$ cat src/rtl/axis_stream_controller_pkg.sv
// Shared types and constants for the AXI-Stream loopback gate/sequencer.
// Optional tkeep checking is enabled with the AXIS_TKEEP_CHECK_EN macro.
package axis_stream_controller_pkg;

  typedef enum logic [1:0] {
    ST_IDLE  = 2'd0,
    ST_RUN   = 2'd1,
    ST_DRAIN = 2'd2
  } state_t;

  localparam int COUNTER_WIDTH = 32;

  localparam int ADDR_CONTROL      = 0;
  localparam int ADDR_STATUS       = 1;
  localparam int ADDR_BEAT_COUNT   = 2;
  localparam int ADDR_PACKET_COUNT = 3;
  localparam int ADDR_MAX_PACKETS  = 4;
  localparam int ADDR_ERROR_COUNT  = 5;

  localparam int CTRL_ENABLE_BIT = 0;
  localparam int CTRL_CLEAR_BIT  = 1;

  // True when k is non-zero and of the form 0..01..1 (contiguous from bit 0).
  function automatic logic is_low_mask(input logic [255:0] k);
    return (k != '0) && ((k & (k + 256'd1)) == '0);
  endfunction

endpackage

$ cat src/rtl/axis_register_slice.sv
// One-stage AXI-Stream pipeline register; full throughput, outputs held while stalled.
// Handshake: a beat moves when valid && ready are both high on a rising clock edge.
module axis_register_slice #(
  parameter int DATA_WIDTH = 64
) (
  input  logic                    clock,
  input  logic                    reset_n,
  input  logic                    s_load,
  input  logic [DATA_WIDTH-1:0]   s_data,
  input  logic [DATA_WIDTH/8-1:0] s_keep,
  input  logic                    s_last,
  output logic                    s_ready,
  output logic [DATA_WIDTH-1:0]   m_data,
  output logic [DATA_WIDTH/8-1:0] m_keep,
  output logic                    m_last,
  output logic                    m_valid,
  input  logic                    m_ready
);

  assign s_ready = !m_valid || m_ready;

  // s_load is only asserted by the parent while s_ready is high.
  always_ff @(posedge clock or negedge reset_n) begin
    if (!reset_n) begin
      m_valid <= 1'b0;
      m_data  <= '0;
      m_keep  <= '0;
      m_last  <= 1'b0;
    end else if (s_load) begin
      m_valid <= 1'b1;
      m_data  <= s_data;
      m_keep  <= s_keep;
      m_last  <= s_last;
    end else if (m_ready) begin
      m_valid <= 1'b0;
    end
  end

endmodule

$ cat src/rtl/axis_stream_controller.sv
// CSR-controlled gate/sequencer for the H2C->C2H loopback stream with statistics.
// Define AXIS_TKEEP_CHECK_EN to add the tkeep checker and ERROR_COUNT register.
module axis_stream_controller
  import axis_stream_controller_pkg::*;
#(
  parameter int CSR_DATA_WIDTH    = 32,
  parameter int CSR_ADDRESS_WIDTH = 8,
  parameter int DATA_WIDTH        = 64
) (
  input  logic                         clock,
  input  logic                         reset_n,
  input  logic                         CSR_FF_valid,
  input  logic                         CSR_FF_write_enable,
  input  logic [CSR_ADDRESS_WIDTH-1:0] CSR_FF_address,
  input  logic [CSR_DATA_WIDTH-1:0]    CSR_FF_write_data,
  output logic [CSR_DATA_WIDTH-1:0]    CSR_FF_read_data,
  input  logic [DATA_WIDTH-1:0]        AXIS_H2C_tdata,
  input  logic [DATA_WIDTH/8-1:0]      AXIS_H2C_tkeep,
  input  logic                         AXIS_H2C_tlast,
  input  logic                         AXIS_H2C_tvalid,
  output logic                         AXIS_H2C_tready,
  output logic [DATA_WIDTH-1:0]        AXIS_C2H_tdata,
  output logic [DATA_WIDTH/8-1:0]      AXIS_C2H_tkeep,
  output logic                         AXIS_C2H_tlast,
  output logic                         AXIS_C2H_tvalid,
  input  logic                         AXIS_C2H_tready,
  output logic [1:0]                   debug_state
);

  typedef logic [COUNTER_WIDTH-1:0] cnt_t;

  state_t state;
  logic   enable;
  logic   in_packet;
  cnt_t   max_packets;
  cnt_t   pkt_track;
  cnt_t   beat_count;
  cnt_t   packet_count;

  logic csr_wr, csr_rd, ctrl_wr, maxp_wr, clear;
  logic gate_open, slice_ready;
  logic h2c_accept, tlast_accept, c2h_fire;
  logic limit_hit, enable_nxt, in_packet_nxt;
  logic [CSR_DATA_WIDTH-1:0] rd_value;

  assign csr_wr  = CSR_FF_valid && CSR_FF_write_enable;
  assign csr_rd  = CSR_FF_valid && !CSR_FF_write_enable;
  assign ctrl_wr = csr_wr && (CSR_FF_address == CSR_ADDRESS_WIDTH'(ADDR_CONTROL));
  assign maxp_wr = csr_wr && (CSR_FF_address == CSR_ADDRESS_WIDTH'(ADDR_MAX_PACKETS));
  assign clear   = ctrl_wr && CSR_FF_write_data[CTRL_CLEAR_BIT];

  assign gate_open       = (state == ST_RUN) || (state == ST_DRAIN);
  assign AXIS_H2C_tready = gate_open && slice_ready;
  assign h2c_accept      = AXIS_H2C_tvalid && AXIS_H2C_tready;
  assign tlast_accept    = h2c_accept && AXIS_H2C_tlast;
  assign c2h_fire        = AXIS_C2H_tvalid && AXIS_C2H_tready;
  assign debug_state     = state;

  assign limit_hit     = tlast_accept && (max_packets != '0) &&
                         ((pkt_track + cnt_t'(1)) == max_packets);
  assign in_packet_nxt = h2c_accept ? !AXIS_H2C_tlast : in_packet;

  // Hardware clear from the packet limit overrides a same-cycle CSR write.
  always_comb begin
    enable_nxt = enable;
    if (ctrl_wr) enable_nxt = CSR_FF_write_data[CTRL_ENABLE_BIT];
    if (limit_hit) enable_nxt = 1'b0;
  end

  axis_register_slice #(.DATA_WIDTH(DATA_WIDTH)) u_slice (
    .clock   (clock),
    .reset_n (reset_n),
    .s_load  (h2c_accept),
    .s_data  (AXIS_H2C_tdata),
    .s_keep  (AXIS_H2C_tkeep),
    .s_last  (AXIS_H2C_tlast),
    .s_ready (slice_ready),
    .m_data  (AXIS_C2H_tdata),
    .m_keep  (AXIS_C2H_tkeep),
    .m_last  (AXIS_C2H_tlast),
    .m_valid (AXIS_C2H_tvalid),
    .m_ready (AXIS_C2H_tready)
  );

  // The FSM looks at the post-write enable and the post-accept packet state, so a
  // disable landing on the tlast beat closes the packet instead of entering DRAIN.
  always_ff @(posedge clock or negedge reset_n) begin
    if (!reset_n) begin
      state       <= ST_IDLE;
      enable      <= 1'b0;
      in_packet   <= 1'b0;
      pkt_track   <= '0;
      max_packets <= '0;
    end else begin
      enable    <= enable_nxt;
      in_packet <= in_packet_nxt;
      if (maxp_wr) max_packets <= CSR_FF_write_data[COUNTER_WIDTH-1:0];
      if (tlast_accept) pkt_track <= pkt_track + cnt_t'(1);
      case (state)
        ST_IDLE: begin
          if (enable_nxt) begin
            state     <= ST_RUN;
            pkt_track <= '0;
          end
        end
        ST_RUN: begin
          if (limit_hit) state <= ST_IDLE;
          else if (!enable_nxt) state <= in_packet_nxt ? ST_DRAIN : ST_IDLE;
        end
        ST_DRAIN: begin
          if (tlast_accept) state <= ST_IDLE;
        end
        default: state <= ST_IDLE;
      endcase
    end
  end

  always_ff @(posedge clock or negedge reset_n) begin
    if (!reset_n) begin
      beat_count   <= '0;
      packet_count <= '0;
    end else if (clear) begin
      beat_count   <= '0;
      packet_count <= '0;
    end else if (c2h_fire) begin
      beat_count <= beat_count + cnt_t'(1);
      if (AXIS_C2H_tlast) packet_count <= packet_count + cnt_t'(1);
    end
  end

`ifdef AXIS_TKEEP_CHECK_EN
  cnt_t error_count;
  logic keep_bad;

  assign keep_bad = AXIS_H2C_tlast ? !is_low_mask(256'(AXIS_H2C_tkeep))
                                   : (AXIS_H2C_tkeep != '1);

  always_ff @(posedge clock or negedge reset_n) begin
    if (!reset_n) error_count <= '0;
    else if (clear) error_count <= '0;
    else if (h2c_accept && keep_bad) error_count <= error_count + cnt_t'(1);
  end
`endif

  always_comb begin
    rd_value = '0;
    case (CSR_FF_address)
      CSR_ADDRESS_WIDTH'(ADDR_CONTROL):      rd_value = CSR_DATA_WIDTH'(enable);
      CSR_ADDRESS_WIDTH'(ADDR_STATUS):       rd_value = CSR_DATA_WIDTH'({AXIS_C2H_tvalid, state});
      CSR_ADDRESS_WIDTH'(ADDR_BEAT_COUNT):   rd_value = CSR_DATA_WIDTH'(beat_count);
      CSR_ADDRESS_WIDTH'(ADDR_PACKET_COUNT): rd_value = CSR_DATA_WIDTH'(packet_count);
      CSR_ADDRESS_WIDTH'(ADDR_MAX_PACKETS):  rd_value = CSR_DATA_WIDTH'(max_packets);
`ifdef AXIS_TKEEP_CHECK_EN
      CSR_ADDRESS_WIDTH'(ADDR_ERROR_COUNT):  rd_value = CSR_DATA_WIDTH'(error_count);
`endif
      default:                               rd_value = '0;
    endcase
  end

  always_ff @(posedge clock or negedge reset_n) begin
    if (!reset_n) CSR_FF_read_data <= '0;
    else if (csr_rd) CSR_FF_read_data <= rd_value;
  end

endmodule

$ cat config.mk
export PLATFORM = sky130hd
export DESIGN_NAME = axis_stream_controller
export DESIGN_NICKNAME = d
export VERILOG_FILES = /design/src/rtl/axis_stream_controller_pkg.sv /design/src/rtl/axis_register_slice.sv /design/src/rtl/axis_stream_controller.sv
export SDC_FILE = /design/constraint.sdc
export NUM_CORES = 1
export LEC_CHECK = 0
export CORE_MARGIN = 10
export CORE_UTILIZATION = 58
export CTS_BUF_LIST = sky130_fd_sc_hd__clkbuf_8
export DETAILED_ROUTE_END_ITERATION = 6
export HOLD_SLACK_MARGIN = 0.06
export MAX_ROUTING_LAYER = met4
export PLACE_DENSITY = 0.95
export SETUP_SLACK_MARGIN = 0.3
export SKIP_CTS_REPAIR_TIMING = 1
export SYNTH_ARGS = -nofsm -noshare
export SYNTH_HDL_FRONTEND = slang
export SYNTH_SLANG_ARGS = --single-unit
$ cat constraint.sdc
create_clock -name clock -period 6.6 [get_ports clock]
set_input_delay 1.32 -clock clock [delete_from_list [all_inputs] [get_ports clock]]
set_output_delay 1.32 -clock clock [all_outputs]
set_load 0.05 [all_outputs]
==> results of run 1 <==
-- tightest hold or removal path, cell delays in order (launching register included) --
cell     delay (ns)
dfrtp_1        0.34
nand2_1        0.05
nand2_1        0.05
-- power groups by stage --
stage / Clock [W] / Combinational (W) / Sequential, W
after floorplan: 0 / 0.000529 / 0.00265
after global placement: 0 / 0.00198 / 0.00192
after detailed placement: 0 / 0.00203 / 0.00193
after CTS: 0.00142 / 0.00205 / 0.00191
after global routing: 0.00149 / 0.00217 / 0.00195
final: 0.00141 / 0.00203 / 0.00192
-- area by class of cell --
type,count,area (um2)
Tap cell,270,338
Sequential cell,238,5960
Timing Repair Buffer,237,2360
Clock inverter,12,82.6
Fill cell,1301,5060
Multi-Input combinational cell,920,5690
Clock buffer,57,785
Inverter,7,26.3
-- flip-flops by register name, summed over array words and instances, names as in the netlist --
signal,cells
u_slice.m_keep,8
debug_state,2
max_packets,32
u_slice.m_last,1
enable,1
u_slice.m_valid,1
in_packet,1
pkt_track,32
CSR_FF_read_data,32
u_slice.m_data,64
beat_count,32
packet_count,32
-- cells by family after synthesis --
| kind of cell | after synthesis |
|---|---|
| adder cells (fa/ha/maj) | 6 |
| XOR/XNOR | 131 |
| buffers and inverters | 73 |
| AND/OR/NAND/NOR | 599 |
| flip-flops | 238 |
| multiplexers | 66 |
| AO/OA/AOI/OAI | 118 |
-- placed cells by master, fill, tap and decap left out, types with 5 or more instances in the layout --
cell type / Yosys / layout
xnor2_1: 59 / 59
and4_1: 13 / 13
ha_1: 6 / 6
xor2_1: 72 / 72
nand3_1: 30 / 30
nand2_1: 320 / 319
o21ai_0: 47 / 47
nand4_1: 26 / 26
a22oi_1: 32 / 32
clkbuf_8: 0 / 57
mux2_2: 61 / 61
and2_1: 7 / 7
nor2_1: 86 / 86
dfrtp_1: 238 / 238
nor3_1: 13 / 13
or3_1: 7 / 7
inv_1: 7 / 14
nor4_1: 14 / 14
and3_1: 19 / 18
a21oi_1: 13 / 13
nand2b_1: 5 / 5
buf_4: 0 / 9
nor2_4: 30 / 30
clkdlybuf4s50_1: 0 / 226
-- metrics by stage --
stage / hold WS, ns / power, W / setup slack (ns)
finish: 0.471 / 0.00536 / 2.03
detailed placement: 0.462 / 0.00396 / 1.59
global route: 0.502 / 0.00561 / 1.80
global placement: 0.456 / 0.00390 / 1.72
floorplan: 0.467 / 0.00318 / 3.08
CTS: 0.476 / 0.00539 / 2.06
-- worst max path at each step --
stage	end	slack, ns
after floorplan	packet_count[31]	3.08
after global placement	packet_count[28]	1.72
after detailed placement	packet_count[28]	1.59
after CTS	packet_count[28]	2.06
after global routing	packet_count[28]	1.80
final	packet_count[28]	2.03
-- layer usage --
| layer | vias up | global-route usage | part of all wire |
|---|---|---|---|
| li1 | 4565 | - | - |
| met1 | 4966 | 0.301 | 0.36 |
| met2 | 622 | 0.435 | 0.48 |
| met3 | 121 | 0.101 | 0.12 |
| met4 | 0 | 0.108 | 0.040 |
| met5 | - | - | 0 |
==> flow_summary.ini, run 1 <==
[synthesis]
seq_area_frac_synth = 0.497
synth_xor_area_frac = 0.0958
synth_top_family_by_area = simple AND/OR/NAND/NOR gates
ys_types = 67
ys_async_sr_fraction = 1.00
yosys_most_used_dff = dfrtp_1
synthSimpleGateAreaFrac = 0.246
synth-seq-cells = 238
synth_warnings = 0
synth_most_common_cell = nand2_1
synthAdderAreaFrac = 0.00627
synthesis.area_um2 = 12000
ys_top_cells_by_area = dfrtp_1, nand2_1, mux2_2
muxShareOfSynthArea = 0.0627
netlist.area_leader.share = 0.497
synth_common_cells = nand2_1, dfrtp_1, nor2_1, xor2_1, mux2_2
yosysTopAreaCell = dfrtp_1
synth-edff-count = 0
synth_nets = 1356
syn_inst = 1231
syn_avg_cell_area_um2 = 9.73
synth_compound_area_frac = 0.0631

[die]
boundaryPins = 228
core_area_um2 = 20300
dieHeight_um = 164
die_w_um = 164
initial_utilization = 0.590
die_area_um2 = 26800
rows = 52

[critical_path]
worstSetupPathType = in -> reg
reg2reg_slack_ns = 2.68
reg2reg_to = pkt_track[31]
crit_path_max_incr_delay_ns = 0.89
crit_start = CSR_FF_address[7]
cp_top_family = simple AND/OR/NAND/NOR gates
slowest_stage = nor3_4
startpoint_type = primary input
reg2reg_depth = 10
crit_buf_inv = 1
endpoint_kind = flop
path_depth = 10
cp_cell_sequence = clkdlybuf4s50_1, or4_1, or3_1, nor3_4, o211ai_1, nor2_1, and2_1, nand4_1, xor2_1, nor2_1
critPathMaxFanout = 28
cp.required_ns = 7.02
crit_arrival_ns = 4.99
cp_common_cell = nor2_1
timing.rr.start = pkt_track[0]

[power]
power_density_nw_per_um2 = 352
power.share.clock = 0.263
internal_power_w = 0.00317
seqPwrFrac = 0.358
total_leakage_power_nw = 6.90
sw_frac_of_total = 0.408
p_sw_w = 0.00218
ir_drop_uv = 419
pwr-share-comb = 0.379

[layout]
final_design_area_no_fill_um2 = 15200
instances_no_fill = 1741
layout.nets = 1569
final_layout_size_suffix_gt1_frac = 0.127
diodes = 0
syn_to_final_growth_pct = 27.2
fin_util = 0.751

[grt]
globalRouteOverflowTotal = 0
grtUsageTotal = 0.271
grt_max_degree = 156
antenna_found_initial = 0
grt_pass1_wl_um = 56700
first_global_vias = 10800

[cts]
numCtsBuffers = 40
clockBufferDepth = 3
clock_latency_ns = 0.54
cts_tree = built
htreeDepth = 2
cts-root-buf = clkbuf_8
clock_sinks = 238
path_clk_slew_ns = 0.06

[drt]
wl_per_cell_um = 20.6
drtPass1Iterations = 7
wl_um = 35900
post_drt_via_cell_ratio = 5.90
dr_total_vias = 10300
antenna_left = 0
drtIter0Drc = 972
drc = 5

[hold_path]
hold_class = reg -> reg
worstHoldStart = u_slice.m_data[4]
hold_end = u_slice.m_data[4]
hold_depth = 2

[sta]
setup_viol = 0
skew_ns = 0.0257
slew_headroom = 0.194
grt_setup_unrepaired = no
hold_viol_final = 0
post-route-period-util = 0.693
tns_ns = 0
max_slew.worst_pin.slew_ns = 1.21
max_freq_mhz = 219
period_needed_ns = 4.57
drv_slew = 0

[place]
place_hpwl_um = 25100
port_buffers = 227
dpl_cell_area_um2 = 14400
dpl.cell_count = 1672
gp_congestion = 0.975

[status]
status = complete, but fails checks
violations = design-rule violations

[run]
max-cap-violations = 0
Power figures use the tool's default switching activity.
==> run 2: changes to the inputs <==
--- a/config.mk
+++ b/config.mk
@@ -6,12 +6,12 @@
 export NUM_CORES = 1
 export LEC_CHECK = 0
 export CORE_MARGIN = 10
-export CORE_UTILIZATION = 58
+export CORE_UTILIZATION = 54
 export CTS_BUF_LIST = sky130_fd_sc_hd__clkbuf_8
 export DETAILED_ROUTE_END_ITERATION = 6
 export HOLD_SLACK_MARGIN = 0.06
 export MAX_ROUTING_LAYER = met4
-export PLACE_DENSITY = 0.95
+export PLACE_DENSITY = 0.91
 export SETUP_SLACK_MARGIN = 0.3
 export SKIP_CTS_REPAIR_TIMING = 1
 export SYNTH_ARGS = -nofsm -noshare
==> constraint.sdc (replaced) <==
create_clock -name clock -period 4.75 [get_ports clock]
set_input_delay 0.95 -clock clock [delete_from_list [all_inputs] [get_ports clock]]
set_output_delay 0.95 -clock clock [all_outputs]
set_load 0.05 [all_outputs]
==> run 2 against run 1 <==
- the flow now finishes without violations
- worst setup slack worse by 0.91 ns
- combinational power up 39%
- power up 38%
- via count down 0.84%
- wire length down 0.45%
- sequential cell count unchanged
- worst hold slack worse by 0.083 ns
- critical path depth up 1
- largest cell class unchanged
==> flow_summary.ini, run 2 (same netlist as run 1, synthesis figures left out) <==
[power]
ir_drop_uv = 536
total_leakage_power_nw = 6.97
p_total_w = 0.00737
power_density_nw_per_um2 = 482

[drt]
drtIter0Drc = 929
antenna_left = 0
wl_per_cell_um = 20.2
dr_total_vias = 10200
drc = 0
wl_um = 35700
post_drt_via_cell_ratio = 5.77
drtPass1Iterations = 5

[sta]
worst_slack_ns = 1.12
post-route-period-util = 0.765
setup_viol = 0
drv_slew = 0
grt_setup_unrepaired = no
period_needed_ns = 3.63
hold_viol_final = 0
tns_ns = 0
skew_ns = 0.0442
max_freq_mhz = 275
max_slew.worst_pin.slew_ns = 0.833
slew_headroom = 0.445

[die]
boundaryPins = 228
rows = 54
core_area_um2 = 21800
initial_utilization = 0.549
die_w_um = 169
die_area_um2 = 28500
dieHeight_um = 169

[grt]
antenna_found_initial = 1
globalRouteOverflowTotal = 0
grt_max_degree = 109
grtUsageTotal = 0.252
grt_use_met1 = 0.285
first_global_vias = 10600
grt_pass1_wl_um = 56400
grt_use_met3 = 0.101
grt_use_met2 = 0.396
grt.busiest_layer = met2

[critical_path]
cp_cell_sequence = ha_1, nand3_2, nor4_4, and4_1, a31oi_1, a21oi_1, nor4_2, a31oi_2, and2_4, buf_12, nor2_4
crit_arrival_ns = 4.05
endpoint_kind = flop
slowest_stage = nor4_4
crit_buf_inv = 1
cp.required_ns = 5.17
cp_top_family = simple AND/OR/NAND/NOR gates
reg2reg_slack_ns = 1.12
worstSetupPathType = reg -> reg
startpoint_type = flop
path_depth = 11
reg2reg_depth = 11
critPathMaxFanout = 18
crit_path_max_incr_delay_ns = 0.54

[layout]
instances_no_fill = 1767
final_layout_size_suffix_gt1_frac = 0.128
final_design_area_no_fill_um2 = 15300
layout.nets = 1580
fillCellCount = 1548
syn_to_final_growth_pct = 27.7
top_register = u_slice.m_data
layout_commonest_cell = nand2_1
layout_common_cells = nand2_1, dfrtp_1, clkdlybuf4s50_1
largest_reg_flops = 64

[cts]
cts-root-buf = clkbuf_8
clockBufferDepth = 3
htreeDepth = 2
clock_latency_ns = 0.56
cts_tree = built
path_clk_slew_ns = 0.06
numCtsBuffers = 41
clock_sinks = 238

[place]
port_buffers = 227
gp_congestion = 0.951
place_ws_ns = 0.905
place_hpwl_um = 25700
dpl_cell_area_um2 = 14500
dpl.cell_count = 1692

[hold_path]
hold_class = in -> async

[status]
status = complete, no violations

[run]
max-cap-violations = 0
==> run 2: cell count changes in the layout (fill, tap and decap cells not counted), sizes merged <==
cell	before	now
buf	11	21
clkbuf	57	51
diode	0	1
inv	15	26
==> run 2: final timing paths <==
path                                          from                  to
worst max-delay path                  pkt_track[0]       pkt_track[16]
worst min-delay path                       reset_n      beat_count[30]
worst max register to register        pkt_track[0]       pkt_track[16]
worst min register to register  u_slice.m_data[22]  u_slice.m_data[22]
max in group asynchronous                  reset_n  u_slice.m_data[36]
min in group clock              u_slice.m_data[22]  u_slice.m_data[22]
==> run 2: final cells by class <==
type / count / area, um2 / area share
diodes: 1 / 2.50 / 0.000164
clock buffers: 51 / 702 / 0.0459
clock inverters: 23 / 130 / 0.00851
inverters: 7 / 26.3 / 0.00172
multi-input cells: 920 / 5690 / 0.372
flip-flops and latches: 238 / 5960 / 0.389
well taps: 280 / 350 / 0.0229
repair buffers: 247 / 2440 / 0.160
==> run 2: worst reg2reg max path, delay by kind of cell (launching register included) <==
kind / cells / cell delay [ns]
AND/OR/NAND/NOR: 6 / 1.80
AO/OA/AOI/OAI: 3 / 0.69
flip-flops: 1 / 0.46
buffers and inverters: 1 / 0.29
adder cells (fa/ha/maj): 1 / 0.26
==> run 2: per-layer routing <==
metal,routed length (um),part of all wire
met1,13300,0.37
met2,16800,0.47
met3,4270,0.12
met4,1340,0.038
met5,0,0
==> run 2: stage by stage <==
stage                util  hold slack, ns
global placement    0.663           0.457
finish              0.701           0.388
CTS                 0.701           0.469
detailed placement  0.663           0.461
floorplan               -           0.467
global route        0.701           0.478
==> run 2: power breakdown <==
group          total, W  internal (W)  leakage, nW  switching (W)
Combinational   0.00283      0.000910         3.28        0.00192
Sequential      0.00267       0.00239         3.20       0.000281
Clock           0.00186       0.00102        0.493       0.000839
==> run 3: changes to the inputs <==
==> constraint.sdc (replaced) <==
create_clock -name clock -period 3.5 [get_ports clock]
set_input_delay 0.7 -clock clock [delete_from_list [all_inputs] [get_ports clock]]
set_output_delay 0.7 -clock clock [all_outputs]
set_load 0.05 [all_outputs]
==> run 3 against run 2 <==
- clock-buffer cell count down 2
- global-route usage grew 0.23 points
- via count down 0.82%
- sequential power is 36% higher
- clock skew is 0.0039 ns lower
- final area is 1.0% higher
- core utilization is 0.73 points higher
- power increased by 36%
- register-to-register slack lost 0.64 ns
- worst hold slack got worse by 0.22 ns
- non-clock buffer count increased by 10
- highest routed layer unchanged
==> flow_summary.ini, run 3 (same netlist as run 1, synthesis figures left out) <==
[status]
status = complete, no violations

[layout]
layout_common_cells = nand2_1, dfrtp_1, clkdlybuf4s50_1
fin_util = 0.708
layout.nets = 1590
fillCellCount = 1529
top_register = u_slice.m_data
layout_commonest_cell = nand2_1
final_design_area_no_fill_um2 = 15500
syn_to_final_growth_pct = 29.0
largest_reg_flops = 64
final_layout_size_suffix_gt1_frac = 0.138

[grt]
grtUsageTotal = 0.255
antenna_found_initial = 1
grt_max_degree = 96
grt_pass1_wl_um = 57100
first_global_vias = 10800
globalRouteOverflowTotal = 0

[sta]
period_needed_ns = 3.02
setup_viol = 0
skew_ns = 0.0403
slew_headroom = 0.503
drv_slew = 0
post-route-period-util = 0.864
max_slew.worst_pin.slew_ns = 0.746
grt_setup_unrepaired = no
hold_viol_final = 0
tns_ns = 0
max_freq_mhz = 331

[die]
die_w_um = 169
die_area_um2 = 28500
initial_utilization = 0.549
rows = 54
core_area_um2 = 21800
dieHeight_um = 169
boundaryPins = 228

[drt]
wl_per_cell_um = 20.0
drtIter0Drc = 904
post_drt_via_cell_ratio = 5.68
drc = 0
antenna_left = 0
dr_total_vias = 10100
drtPass1Iterations = 5
wl_um = 35600

[critical_path]
worstSetupPathType = reg -> reg
crit_path_max_incr_delay_ns = 0.56
slowest_stage = dfrtp_1
critPathMaxFanout = 20
cp.required_ns = 3.90
cp_common_cell = nor4_4
startpoint_type = flop
endpoint_kind = flop
cp_cell_sequence = nand4_4, nor4_4, and4_1, a31oi_1, a21oi_1, nor4_4, a31oi_2, and2_4, buf_12, nor2_4
crit_arrival_ns = 3.43

[power]
power_density_nw_per_um2 = 648
ir_drop_uv = 671
total_leakage_power_nw = 7.04

[cts]
numCtsBuffers = 41
clock_sinks = 238
clockBufferDepth = 3
cts-root-buf = clkbuf_8
clock_latency_ns = 0.55
htreeDepth = 2
path_clk_slew_ns = 0.07
cts_tree = built

[place]
gp_congestion = 0.969
place_hpwl_um = 25700
port_buffers = 227
dpl_cell_area_um2 = 14600

[run]
max-cap-violations = 0

[hold_path]
hold_class = in -> async
run 3: changes by cell type in the layout (fill, tap and decap cells not counted), sizes merged:
| cell | delta |
|---|---|
| clkbuf | -2 |
| inv | -4 |
| clkinv | +6 |
| buf | +11 |
| clkdlybuf4s50 | -1 |
| clkinvlp | +1 |
run 3: final timing paths:
path | endpoint | slack [ns] | from | cells past startpoint
max in group asynchronous | u_slice.m_keep[2] | 2.36 | reset_n | 2
max reg2reg | pkt_track[17] | 0.48 | pkt_track[9] | 10
min | beat_count[31] | 0.17 | reset_n | 1
min in group clock | u_slice.m_data[25] | 0.47 | u_slice.m_data[25] | 2
max | pkt_track[17] | 0.48 | pkt_track[9] | 10
min reg2reg | u_slice.m_data[25] | 0.47 | u_slice.m_data[25] | 2
run 3: layout make-up:
class	instances	area, um2	area share
Antenna cell	1	2.50	0.000162
Clock buffer	49	674	0.0436
Clock inverter	26	153	0.00988
Inverter	7	26.3	0.00170
Multi-Input combinational cell	920	5700	0.369
Sequential cell	238	5960	0.385
Tap cell	280	350	0.0227
Timing Repair Buffer	257	2590	0.167
run 3: power breakdown:
group | internal, W | total (W) | switching (W)
registers | 0.00324 | 0.00362 | 0.000378
logic | 0.00125 | 0.00386 | 0.00261
clock network | 0.00136 | 0.00253 | 0.00118
total | 0.00585 | 0.0100 | 0.00417
run 3: worst max-delay path: cells and delay by family, from the launching register on:
kind	cells	cell delay (ns)
and+or+nand+nor	6	1.35
AOI/OAI and AO/OA	3	0.69
DFF	1	0.56
buffers and inverters	1	0.24
run 3: routing by layer:
metal,share of wire,track usage,vias to the layer above
met5,0,-,-
met4,0.033,0.0905,0
met3,0.12,0.0924,96
met2,0.47,0.401,536
met1,0.38,0.296,4843
li1,-,-,4629
run 3: stage by stage:
stage	worst slack (ns)	hold WS (ns)	instances	power, W
floorplan	0.597	0.404	1231	0.00600
global route	0.318	0.193	1778	0.0105
CTS	0.209	0.203	1772	0.0101
global placement	0.145	0.456	1697	0.00740
finish	0.477	0.169	1778	0.0100
detailed placement	0.0939	0.462	1697	0.00750
